[src/rtl/lsu_pkg.sv]
// Shared types and constants for the load/store unit.
// Optional feature macro: LSU_SUBWORD_EN (byte/half/word accesses).
package lsu_pkg;

  // Access-controller states
  typedef enum logic [1:0] {
    S_IDLE = 2'd0,
    S_REQ  = 2'd1,
    S_DONE = 2'd2
  } lsu_state_t;

  // funct3 access size / sign codes
  localparam logic [2:0] F3_B  = 3'd0;
  localparam logic [2:0] F3_H  = 3'd1;
  localparam logic [2:0] F3_W  = 3'd2;
  localparam logic [2:0] F3_D  = 3'd3;
  localparam logic [2:0] F3_BU = 3'd4;
  localparam logic [2:0] F3_HU = 3'd5;
  localparam logic [2:0] F3_WU = 3'd6;

  localparam logic [7:0] STRB_FULL = 8'hFF;

  // Per-access state needed after issue: size/sign and byte lane
  typedef struct packed {
    logic [2:0] f3;
    logic [2:0] off;
  } lsu_req_t;

  // Unshifted byte-enable mask for a size code (funct3[1:0])
  function automatic logic [7:0] size_strb(input logic [1:0] sz);
    case (sz)
      2'd0:    return 8'h01;
      2'd1:    return 8'h03;
      2'd2:    return 8'h0F;
      default: return STRB_FULL;
    endcase
  endfunction

  // Offset bits that must be zero for natural alignment
  function automatic logic [2:0] align_bits(input logic [1:0] sz);
    case (sz)
      2'd0:    return 3'b000;
      2'd1:    return 3'b001;
      2'd2:    return 3'b011;
      default: return 3'b111;
    endcase
  endfunction

endpackage

[src/rtl/load_extend.sv]
// Load lane extraction: pulls the addressed bytes out of the read doubleword
// and sign/zero-extends them according to funct3.
module load_extend
  import lsu_pkg::*;
(
  input  logic [63:0] rdata,
  input  logic [2:0]  offset,
  input  logic [2:0]  funct3,
  output logic [63:0] data
);

  logic [63:0] lane;
  logic        sgn;

  // Shift the addressed byte lane down to bit 0, then extend by size
  always_comb begin
    lane = rdata >> {offset, 3'b000};
    sgn  = ~funct3[2];
    data = lane;
    case (funct3[1:0])
      2'd0:    data = {{56{lane[7]  & sgn}}, lane[7:0]};
      2'd1:    data = {{48{lane[15] & sgn}}, lane[15:0]};
      2'd2:    data = {{32{lane[31] & sgn}}, lane[31:0]};
      default: data = lane;
    endcase
  end

endmodule

[src/rtl/load_store_unit.sv]
// Load/store unit: turns core MemRead/MemWrite into a single held memory
// request, stalls the core until the memory answers, and returns extended
// load data. Optional macro LSU_SUBWORD_EN enables byte/half/word accesses;
// without it every access is a doubleword.
module load_store_unit
  import lsu_pkg::*;
(
  input  logic        clk,
  input  logic        reset,
  input  logic        MemRead,
  input  logic        MemWrite,
  input  logic [63:0] ALUResult,
  input  logic [63:0] ReadData2,
  input  logic [2:0]  funct3,
  output logic        stall,
  output logic [63:0] ReadData,
  output logic        misaligned,
  output logic        mem_req,
  output logic        mem_we,
  output logic [63:0] mem_addr,
  output logic [63:0] mem_wdata,
  output logic [7:0]  mem_wstrb,
  input  logic        mem_ready,
  input  logic [63:0] mem_rdata
);

  lsu_state_t  state, state_nxt;
  lsu_req_t    req_q;
  logic [2:0]  f3_in;
  logic [2:0]  off_in;
  logic        acc, aligned_in, req_ok, accept;
  logic [63:0] ld_data;

`ifdef LSU_SUBWORD_EN
  assign f3_in = funct3;
`else
  // Doubleword-only build: size code forced to ld/sd
  logic unused_f3;
  assign f3_in     = F3_D;
  assign unused_f3 = ^funct3;
`endif

  assign off_in     = ALUResult[2:0];
  assign acc        = MemRead | MemWrite;
  assign aligned_in = (off_in & align_bits(f3_in[1:0])) == 3'b000;
  assign req_ok     = acc & aligned_in;
  assign accept     = (state == S_IDLE) & req_ok;

  // State register
  always_ff @(posedge clk) begin
    if (reset) state <= S_IDLE;
    else       state <= state_nxt;
  end

  // Next-state: DONE always returns to IDLE so a held request is not reissued
  always_comb begin
    state_nxt = state;
    case (state)
      S_IDLE:  if (req_ok)    state_nxt = S_REQ;
      S_REQ:   if (mem_ready) state_nxt = S_DONE;
      S_DONE:  state_nxt = S_IDLE;
      default: state_nxt = S_IDLE;
    endcase
  end

  // Control outputs: stall is combinational so the core freezes on the issue cycle
  always_comb begin
    stall      = 1'b0;
    mem_req    = 1'b0;
    misaligned = 1'b0;
    case (state)
      S_IDLE: begin
        stall      = req_ok;
        misaligned = acc & ~aligned_in & ~reset;
      end
      S_REQ: begin
        stall   = 1'b1;
        mem_req = 1'b1;
      end
      default: ;
    endcase
  end

  // Latch the request on accept; memory-side outputs stay constant through REQ.
  // A store wins when both MemRead and MemWrite are high.
  always_ff @(posedge clk) begin
    if (reset) begin
      mem_we    <= 1'b0;
      mem_addr  <= '0;
      mem_wdata <= '0;
      mem_wstrb <= '0;
      req_q     <= '0;
    end else if (accept) begin
      mem_we    <= MemWrite;
      mem_addr  <= {ALUResult[63:3], 3'b000};
      mem_wdata <= ReadData2 << {off_in, 3'b000};
      mem_wstrb <= size_strb(f3_in[1:0]) << off_in;
      req_q     <= '{f3: f3_in, off: off_in};
    end
  end

  load_extend u_ext (
    .rdata  (mem_rdata),
    .offset (req_q.off),
    .funct3 (req_q.f3),
    .data   (ld_data)
  );

  // Load result: captured only when a read completes, held otherwise
  always_ff @(posedge clk) begin
    if (reset)                                      ReadData <= '0;
    else if ((state == S_REQ) && mem_ready && !mem_we) ReadData <= ld_data;
  end

endmodule

[config.mk]
export PLATFORM = sky130hd
export DESIGN_NAME = load_store_unit
export DESIGN_NICKNAME = d
export VERILOG_FILES = /design/src/rtl/lsu_pkg.sv /design/src/rtl/load_extend.sv /design/src/rtl/load_store_unit.sv
export SDC_FILE = /design/constraint.sdc
export NUM_CORES = 1
export LEC_CHECK = 0
export ABC_AREA = 1
export ABC_CLOCK_PERIOD_IN_PS = 2550
export CORE_AREA = 2 2 155 157
export DETAILED_ROUTE_END_ITERATION = 7
export DIE_AREA = 0 0 157 159
export MAX_ROUTING_LAYER = met4
export PLACE_DENSITY_LB_ADDON = 0.25
export SYNTH_ARGS = -nofsm -noshare
export SYNTH_HDL_FRONTEND = slang
export SYNTH_SLANG_ARGS = --single-unit
[constraint.sdc]
create_clock -name clk -period 2.55 [get_ports clk]
set_input_delay 0.3825 -clock clk [delete_from_list [all_inputs] [get_ports clk]]
set_output_delay 0.3825 -clock clk [all_outputs]
set_load 0.005 [all_outputs]
== Word-level counts from Yosys, hierarchy flattened ==
Cells that the tools add are included.

* Flip-flop bits (word level): 204
* Bits of input ports: 200
* Output and inout bits: 204
* Word-level logic and storage cells: 39

* Eq/ne operators: 5
* Shifts and indexed selects: 3
* Mux-type cells: 9
* Bitwise operators: 7
* Reduce and logical (&&, ||, !) cells: 7

{| class="wikitable"
|+ Operators by type and width
! kind !! number
|-
| $pmux W64 S3 || 1
|-
| $shl A64 B6 Y64 || 1
|-
| $shr A64 B6 Y64 || 1
|-
| $mux W8 || 2
|-
| $shl A8 B3 Y8 || 1
|-
| $and A1 B1 Y1 || 4
|-
| $eq A2 B1 Y1 const B || 2
|-
| $logic_not A2 Y1 || 2
|-
| $mux W2 || 2
|-
| $ne A2 B2 Y1 const B || 2
|-
| $pmux W2 S2 || 1
|-
| $logic_not A3 Y1 || 1
|-
| $eq A2 B2 Y1 const B || 1
|-
| $logic_and A1 B1 Y1 || 2
|-
| $mux W1 || 2
|-
| $not A1 Y1 || 2
|-
| $pmux W1 S2 || 1
|-
| $reduce_and A2 Y1 || 1
|-
| $logic_not A1 Y1 || 1
|-
| $or A1 B1 Y1 || 1
|}

== Logic depth before layout (Yosys ltp) ==
Gate-level depths: netlist of run 1.

* Word-level depth: 6
* Gate-level depth with buffers: 9
* Gate-level depth less buffers: 7

== Cells and area by module ==
Synthesis of run 1 repeated with hierarchy kept, for this count alone.

* Cell total of the unflattened synthesis: 1926
* Area, all modules: 11439.7 um^2

{| class="wikitable"
|+ By module, submodules not included
! module !! instances !! cells each !! area an instance (um^2) !! seq. area each (um^2)
|-
| load_store_unit || 1 || 1451 || 9061.2 || 4063.9
|-
| load_extend || 1 || 475 || 2378.5 || 0.0
|}

== Worst setup path after synthesis of run 1 ==
Ideal clock, no wire load.

* Path type: input port to output port
* Start: input reset
* End: output misaligned
* Arrival: 1.230 ns
* Required time: 2.168 ns
* Path slack: 0.937 ns
* Stages: 6
* Path buffers: 3
* Path through: buf_2 -> clkinv_1 -> buf_2 -> clkbuf_1 -> nand3_1 -> nor2_1

* Cells in the longest elaborated chain, start to end: 3

{| class="wikitable"
|+ Ends and longest elaborated chain
! item !! line !! text
|-
| start: declaration || load_store_unit.sv:9 || <nowiki>input logic reset,</nowiki>
|-
| $not A1 Y1 || load_store_unit.sv:74 || <nowiki>misaligned = acc & ~aligned_in & ~reset;</nowiki>
|-
| $and A1 B1 Y1 || load_store_unit.sv:74 ||
|-
| $mux W1 || load_store_unit.sv:71 || <nowiki>case (state)</nowiki>
|-
| end: declaration || load_store_unit.sv:17 || <nowiki>output logic misaligned,</nowiki>
|}

No other way between the ends.

== Worst setup path after layout of run 1 ==
* Start: input ALUResult[1]
* End: output stall

* Cells in the longest elaborated chain, start to end: 3

{| class="wikitable"
|+ Ends and longest elaborated chain
! item !! line !! text
|-
| start: declaration || load_store_unit.sv:12 || <nowiki>input logic [63:0] ALUResult,</nowiki>
|-
| $logic_not A3 Y1 || load_store_unit.sv:45 || <nowiki>assign aligned_in = (off_in & align_bits(f3_in[1:0])) == 3'b000;</nowiki>
|-
| $and A1 B1 Y1 || load_store_unit.sv:46 || <nowiki>assign req_ok = acc & aligned_in;</nowiki>
|-
| $pmux W1 S2 || load_store_unit.sv:71 ||
|-
| end: declaration || load_store_unit.sv:15 || <nowiki>output logic stall,</nowiki>
|}

No other way between the ends.

==> impl_metrics.csv, run 1 <==
group,metric,value,unit
sta,hold_viol_final,0,
place,io_buffer_count,397,
clocking,post_cts.resized_instances,0,
global_route,grt_start_max_net_pins,171,
clocking,num_cts_buffers,23,
place,preCtsSetupSlack,0.305,ns
power,internal_power,6.20,mW
clocking,cts.clk_slew.worst_paths,0.06,ns
floorplan,design.core.area,23200,um^2
worst_setup_path,r2r.worst_path.cells,7,
floorplan,ios,404,
route,drcViolationCount,0,
power,static-leakage-power,5.88,nW
worst_setup_path,critical_path_class,"in -> out",
worst_setup_path,largest_stage_delay_on_the_critical_path,0.56,ns
worst_setup_path,timing.rr.end,"ReadData[16]",
logic_synthesis,synth-seq-area-share,41.5,%
place,finalWeightedCongestion,0.952,
place,detailed_place_hpwl,27300,um
sta,finClkSkew,0.0261,ns
power,clock_power_share,44.0,%
global_route,wire_length_of_the_first_global_routing_pass,57900,um
logic_synthesis,postSynthCellCount,1449,
worst_setup_path,cp_cell_sequence,"clkdlybuf4s50_1 > inv_2 > nand2_2 > nor2_2 > nand3_4 > nand2_1 > clkdlybuf4s50_1",
finish,number_of_nets_in_the_layout,1980,
finish,area_occupied_by_multi_input_gates,4840,um^2
route,drtAntennaViolNets,0,
global_route,grt.overflow.total,0,
finish,layout.area.seq,4070,um^2
finish,filler_cell_count,2121,
power,power-per-cell-area,558,nW/um^2
finish,post-route-util,63.4,%
worst_setup_path,r2r_slack,0.79,ns
global_route,antenna_found_initial,1,
clocking,h_tree_lvl_count,1,
run_status,run_status,"completed",
clocking,post_cts.repair.setup_buffers,0,
finish,design_area,14700,um^2
logic_synthesis,synth.distinct_cells,30,
sta,min_period,2.26,ns
min_path,hp-start,"reset",
worst_setup_path,arrival_time_at_the_worst_endpoint,1.88,ns
clocking,clock-root-buffer,"sky130_fd_sc_hd__clkbuf_16",
sta,setup_repair_after_global_routing_missed_its_margin,"no",
sta,timing.max_slew.rel_slack,50.6,%
worst_setup_path,crit_top_cell,"sky130_fd_sc_hd__clkdlybuf4s50_1",
worst_setup_path,path_buf_inv,3,
min_path,hold-path-cell-count,3,
route,dr.pass1.iters,6,
global_route,grt_pass1_vias,10478,
clocking,clk_lat_worst_skew,0.52,ns
worst_setup_path,critPathMaxFanout,4,
finish,post_route_cells_drive_above_1_share,5.02,%
sta,timing_worst_slew_pin_value,0.741,ns
worst_setup_path,critPathRequiredTime,2.17,ns
power,comb_power_share,15.0,%
logic_synthesis,post_synth_instance_area,9800,um^2
min_path,hold_path_class,"in -> reg",
sta,slew_viol_final,0,
route,routed-via-count,11123,
worst_setup_path,critical-path-top-delay-family,"buffers and inverters",
place,placement.cell_area,13900,um^2
sta,final.period_utilization,88.7,%
logic_synthesis,synth_top_cells_by_area,"sky130_fd_sc_hd__dfxtp_1 (41%), sky130_fd_sc_hd__o21ai_0 (12%), sky130_fd_sc_hd__nor2_1 (9.7%)",
clocking,ctsHoldBuffers,0,
logic_synthesis,post-synth-top-area-fraction,41.5,%
flow_run,max-cap-violations,0,
route,post_drt_wl_per_cell,18.0,um
floorplan,core.rowCount,56,
logic_synthesis,netlist.top_cell.by_area,"sky130_fd_sc_hd__dfxtp_1",
logic_synthesis,yosysWarnings,0,
power,sequentialPowerShare,41.0,%
clocking,clock-sinks,203,
logic_synthesis,synth.avg_cell_area,6.76,um^2
global_route,gr-usage-all-layers,30.3,%
sta,finalSetupViolCount,0,
worst_setup_path,cp_num_cells,7,
floorplan,die_h,159,um
route,drt_wl_total,38100,um
route,routed_via_density,5.26,
power,power.switching,2.01,mW
sta,post_route_setup_tns,0,ns
logic_synthesis,yosys_register_bits,203,
worst_setup_path,worst_r2r_startpoint,"req_q[2]",
sta,max_freq,0.442,GHz
power,vdd.ir_drop.worst,0.526,mV
clocking,tritoncts,"yes",
floorplan,die-area,25000,um^2
worst_setup_path,slowest_stage,"sky130_fd_sc_hd__clkdlybuf4s50_1",
worst_setup_path,end_kind,"output pin",
worst_setup_path,worstSetupStartpointType,"primary input",
sta,layout_setup_ws,0.287,ns
clocking,clock_tree.buffer_depth,3,
power,power.share.switching,24.4,%
floorplan,floorplan.die.width,157,um
finish,area_growth_syn_to_layout,50.1,%
floorplan,floorplan.initialDensity,42.2,%
min_path,worstHoldEndpoint,"mem_wstrb[7]",
route,dr.first_iter.drc_count,859,
power by group through the flow:
stage	sequential [mW]	combinational, mW	clock, mW
global route	3.37	1.34	3.79
floorplan	3.43	0.477	0
CTS	3.36	1.23	3.65
global placement	3.42	1.21	0
detailed placement	3.43	1.22	0
finish	3.36	1.24	3.61
cell families after synthesis:
| logic type | Yosys count | share of synthesized area (%) |
|---|---|---|
| simple gates | 671 | 28.1 |
| mux | 2 | 0.204 |
| flops | 203 | 41.5 |
| other cells | 1 | 0.0383 |
| compound gates | 377 | 20.8 |
| buf+inv | 195 | 9.33 |
Yosys cell counts (all sizes together):
cell type and n:
conb 1, inv 69, dfxtp 203, mux2i 2, o211ai 28, buf 76, nor3 15, a21oi 90
o21ai 229, a211oi 11, clkinv 2, clkbuf 48, nand4 1, nand3 140, a31oi 1, o211a 9
nor2 255, or2 7, nand2 253, o22ai 9
placed cells by master, fill, tap and decap left out, types with 28 or more instances in the layout:
cell type / netlist / final
sky130_fd_sc_hd__dfxtp_1: 203 / 201
sky130_fd_sc_hd__clkdlybuf4s50_1: 0 / 395
sky130_fd_sc_hd__inv_1: 66 / 65
sky130_fd_sc_hd__nor2_1: 254 / 253
sky130_fd_sc_hd__nand3_1: 139 / 139
sky130_fd_sc_hd__o211ai_1: 28 / 28
sky130_fd_sc_hd__nand2_1: 252 / 251
sky130_fd_sc_hd__o21ai_0: 228 / 228
sky130_fd_sc_hd__a21oi_1: 90 / 90
worst max path at each step:
stage | startpoint | endpoint | slack, ns
after floorplan | reset | misaligned | 0.94
after global placement | ALUResult[1] | stall | 0.30
after detailed placement | ALUResult[1] | stall | 0.31
after CTS | state[1] | misaligned | 0.29
after global routing | state[1] | misaligned | 0.19
final | ALUResult[1] | stall | 0.29
metrics by stage:
step / hold WS (ns) / cells / power (mW)
after floorplan: 0.461 / 1451 / 3.91
after global placement: 0.451 / 2074 / 4.64
after detailed placement: 0.457 / 2074 / 4.65
after CTS: 0.433 / 2113 / 8.25
after global routing: 0.451 / 2114 / 8.50
final: 0.437 / 2115 / 8.21
cell type report:
type / count / area share, %
antenna: 2 / 0.0340
clock buffer: 31 / 4.59
clock inverter: 8 / 0.987
inverter: 71 / 1.85
multi-input combinational: 1053 / 32.9
sequential: 203 / 27.7
tap: 319 / 2.71
timing repair buffer: 428 / 29.2
metal layers:
| metal | part of all wire (%) | track usage (%) | vias up |
|---|---|---|---|
| li1 | - | - | 5457 |
| met5 | 0 | - | - |
| met3 | 9.5 | 7.49 | 77 |
| met2 | 48 | 50.5 | 543 |
| met1 | 39 | 35.7 | 5046 |
| met4 | 2.9 | 9.51 | 0 |
worst register-to-register path: cells and delay by family (launching register included):
family                 cells  cell delay [ns]
DFF                        1             0.64
buffers and inverters      3             0.53
AOI/OAI and AO/OA          1             0.13
and+or+nand+nor            3             0.32
sequential cells by signal, indices dropped and copies added, names as in the netlist:
register and count:
mem_addr 61, state 2, req_q 3, ReadData 64, mem_we 1, mem_wstrb 8, mem_wdata 64
Power figures use the tool's default switching activity.
==> inputs of run 2 (changes only) <==
ABC_AREA = default   (was 1)
ABC_CLOCK_PERIOD_IN_PS = 2280   (was 2550)
CORE_AREA = default   (was 2 2 155 157)
CORE_ASPECT_RATIO = 1.5   (was default)
CORE_UTILIZATION = 30   (was default)
DIE_AREA = default   (was 0 0 157 159)
clock period = 2.28 ns   (was 2.55 ns; I/O delays follow)
==> impl_metrics.csv, run 2 <==
group,metric,value,unit
finish,filler_cell_count,2908,
clocking,num_cts_buffers,22,
power,power-per-cell-area,598,nW/um^2
floorplan,design.core.area,29600,um^2
global_route,wire_length_of_the_first_global_routing_pass,52500,um
power,power.share.switching,24.3,%
power,vdd.ir_drop.worst,0.669,mV
place,preCtsSetupSlack,-0.203,ns
finish,top_regs,"ReadData x64, mem_wdata x64, mem_addr x61",
worst_setup_path,worstSetupStartpointType,"flop",
sta,final.period_utilization,94.4,%
floorplan,floorplan.initialDensity,30.6,%
route,routed_via_density,4.94,
logic_synthesis,synth.avg_cell_area,8.46,um^2
route,dr.pass1.iters,5,
sta,max_freq,0.464,GHz
finish,layout.cells.most_common_list,"sky130_fd_sc_hd__clkdlybuf4s50_1 (393), sky130_fd_sc_hd__nand2_1 (211), sky130_fd_sc_hd__dfxtp_1 (201)",
finish,number_of_nets_in_the_layout,1637,
global_route,grt.overflow.total,0,
route,highest-signal-layer,"met4",
clocking,clock-root-buffer,"sky130_fd_sc_hd__clkbuf_16",
logic_synthesis,synth_top_cells_by_area,"sky130_fd_sc_hd__dfxtp_1 (45%), sky130_fd_sc_hd__mux2i_1 (11%), sky130_fd_sc_hd__nand2_1 (8.8%)",
logic_synthesis,synthArstFlopShare,0,%
worst_setup_path,critPathMaxFanout,5,
worst_setup_path,critPathRequiredTime,1.94,ns
place,finalWeightedCongestion,0.992,
power,sequentialPowerShare,43.5,%
clocking,ctsHoldBuffers,0,
finish,design_area,14300,um^2
place,io_buffer_count,397,
floorplan,die_h,215,um
power,clock_power_share,42.5,%
route,met1Wirelength,12900,um
floorplan,die-area,30800,um^2
power,static-leakage-power,4.98,nW
clocking,clock-sinks,203,
logic_synthesis,yosys_register_bits,203,
worst_setup_path,arrival_time_at_the_worst_endpoint,1.81,ns
global_route,antenna_found_initial,0,
clocking,h_tree_lvl_count,1,
clocking,tritoncts,"yes",
route,dr.first_iter.drc_count,342,
sta,slew_viol_final,0,
clocking,clk_lat_worst_skew,0.52,ns
sta,timing_worst_slew_pin_value,0.692,ns
finish,post_route_cells_drive_above_1_share,8.27,%
sta,min_period,2.15,ns
floorplan,core.rowCount,77,
logic_synthesis,synth-edff-count,0,
logic_synthesis,synth.distinct_cells,36,
logic_synthesis,post-synth-top-count-cell,"sky130_fd_sc_hd__nand2_1",
finish,area_growth_syn_to_layout,58.1,%
sta,timing.max_slew.rel_slack,53.8,%
worst_setup_path,end_kind,"output pin",
global_route,gr-usage-all-layers,23.0,%
logic_synthesis,synth-seq-area-share,45.0,%
sta,hold_viol_final,0,
worst_setup_path,critical_path_class,"reg -> out",
finish,final_cell_count_no_fill,1846,
sta,finClkSkew,0.0227,ns
logic_synthesis,synth.cells.most_frequent,"sky130_fd_sc_hd__nand2_1 (211), sky130_fd_sc_hd__dfxtp_1 (203), sky130_fd_sc_hd__a21oi_1 (157), sky130_fd_sc_hd__mux2i_1 (97), sky130_fd_sc_hd__nor2_1 (71)",
sta,setup_repair_after_global_routing_missed_its_margin,"no",
logic_synthesis,yosysWarnings,0,
clocking,post_cts.repair.setup_buffers,0,
clocking,clock_tree.buffer_depth,3,
floorplan,floorplan.die.width,144,um
place,placement.cell_area,13500,um^2
power,design_power_total,8.54,mW
sta,post_route_setup_tns,0,ns
finish,antennaDiodeCount,0,
route,routed-via-count,9128,
logic_synthesis,synth_ff_type,"sky130_fd_sc_hd__dfxtp_1",
finish,most_common_cell_after_layout_fill_and_taps_aside,"sky130_fd_sc_hd__clkdlybuf4s50_1",
flow_run,max-cap-violations,0,
global_route,grt_pass1_vias,9231,
sta,layout_setup_ws,0.127,ns
floorplan,ios,404,
global_route,grt_start_max_net_pins,138,
sta,finalSetupViolCount,0,
logic_synthesis,post_synth_instance_area,9040,um^2
route,drt_wl_total,35200,um
place,place_inst,1808,
logic_synthesis,netlist.top_cell.by_area,"sky130_fd_sc_hd__dfxtp_1",
route,wl_met3,2560,um
power,internal_power,6.46,mW
logic_synthesis,post-synth-top-area-fraction,45.0,%
place,detailed_place_hpwl,25900,um
route,drcViolationCount,0,
route,post_drt_wl_per_cell,19.1,um
route,dr_wl_met2,18100,um
logic_synthesis,postSynthCellCount,1068,
sta,hold-worst-slack,0.292,ns
finish,post-route-util,48.3,%
power,comb_power_share,14.0,%
run_status,run_status,"completed",
power,power.switching,2.08,mW
clocking,cts.clk_slew.worst_paths,0.06,ns
route,drtAntennaViolNets,0,
min_path,hold_path_class,"in -> reg",
==> run 2: kinds of logic (layout without fill, tap and decap cells) <==
family | after synthesis | count (layout) | share of synthesized area, %
multiplexers | 127 | 127 | 15.7
flip-flops | 203 | 203 | 45.0
other | 1 | 3 | 0.0415
AO/OA/AOI/OAI | 289 | 289 | 18.1
buffers and inverters | 100 | 481 | 4.82
AND/OR/NAND/NOR | 348 | 348 | 16.4
==> run 2: layout make-up <==
type,instances,area [um^2],share of cell area (%)
multi-input cells,767,4580,32.1
clock inverters,5,75.1,0.525
repair buffers,440,4400,30.8
flip-flops and latches,203,4070,28.5
inverters,3,11.3,0.0788
well taps,395,494,3.46
clock buffers,33,662,4.63
==> run 2: power by group through the flow <==
stage               sequential, mW  clock, mW  combinational, mW
floorplan                     3.79          0              0.409
global placement              3.79          0               1.19
detailed placement            3.79          0               1.20
CTS                           3.71       3.74               1.21
global route                  3.72       3.89               1.28
finish                        3.71       3.63               1.20
==> run 2: what timing repair did <==
action / in CTS / in global routing
gates resized for setup: 4 / 0
setup endpoints to repair: 2 / 0
hold endpoints to repair: 0 / 0
==> run 2: per-layer routing <==
layer	vias to the layer above	GRT usage (%)
met2	372	40.6
met4	0	11.8
met1	4213	23.6
li1	4457	-
met5	-	-
met3	86	4.82
==> run 2: final timing paths <==
kind,start,end,slack [ns],cells past startpoint
min,reset,state[1],0.29,3
max reg2reg,req_q[1],ReadData[55],0.27,5
min reg2reg,mem_wdata[7],mem_wdata[7],0.45,2
max,state[0],mem_req,0.13,2
==> run 2: worst max-delay path: stages, from the launching register on <==
cell	delay, ns
sky130_fd_sc_hd__dfxtp_1	0.36
sky130_fd_sc_hd__nor2b_1	0.31
sky130_fd_sc_hd__clkdlybuf4s50_1	0.64
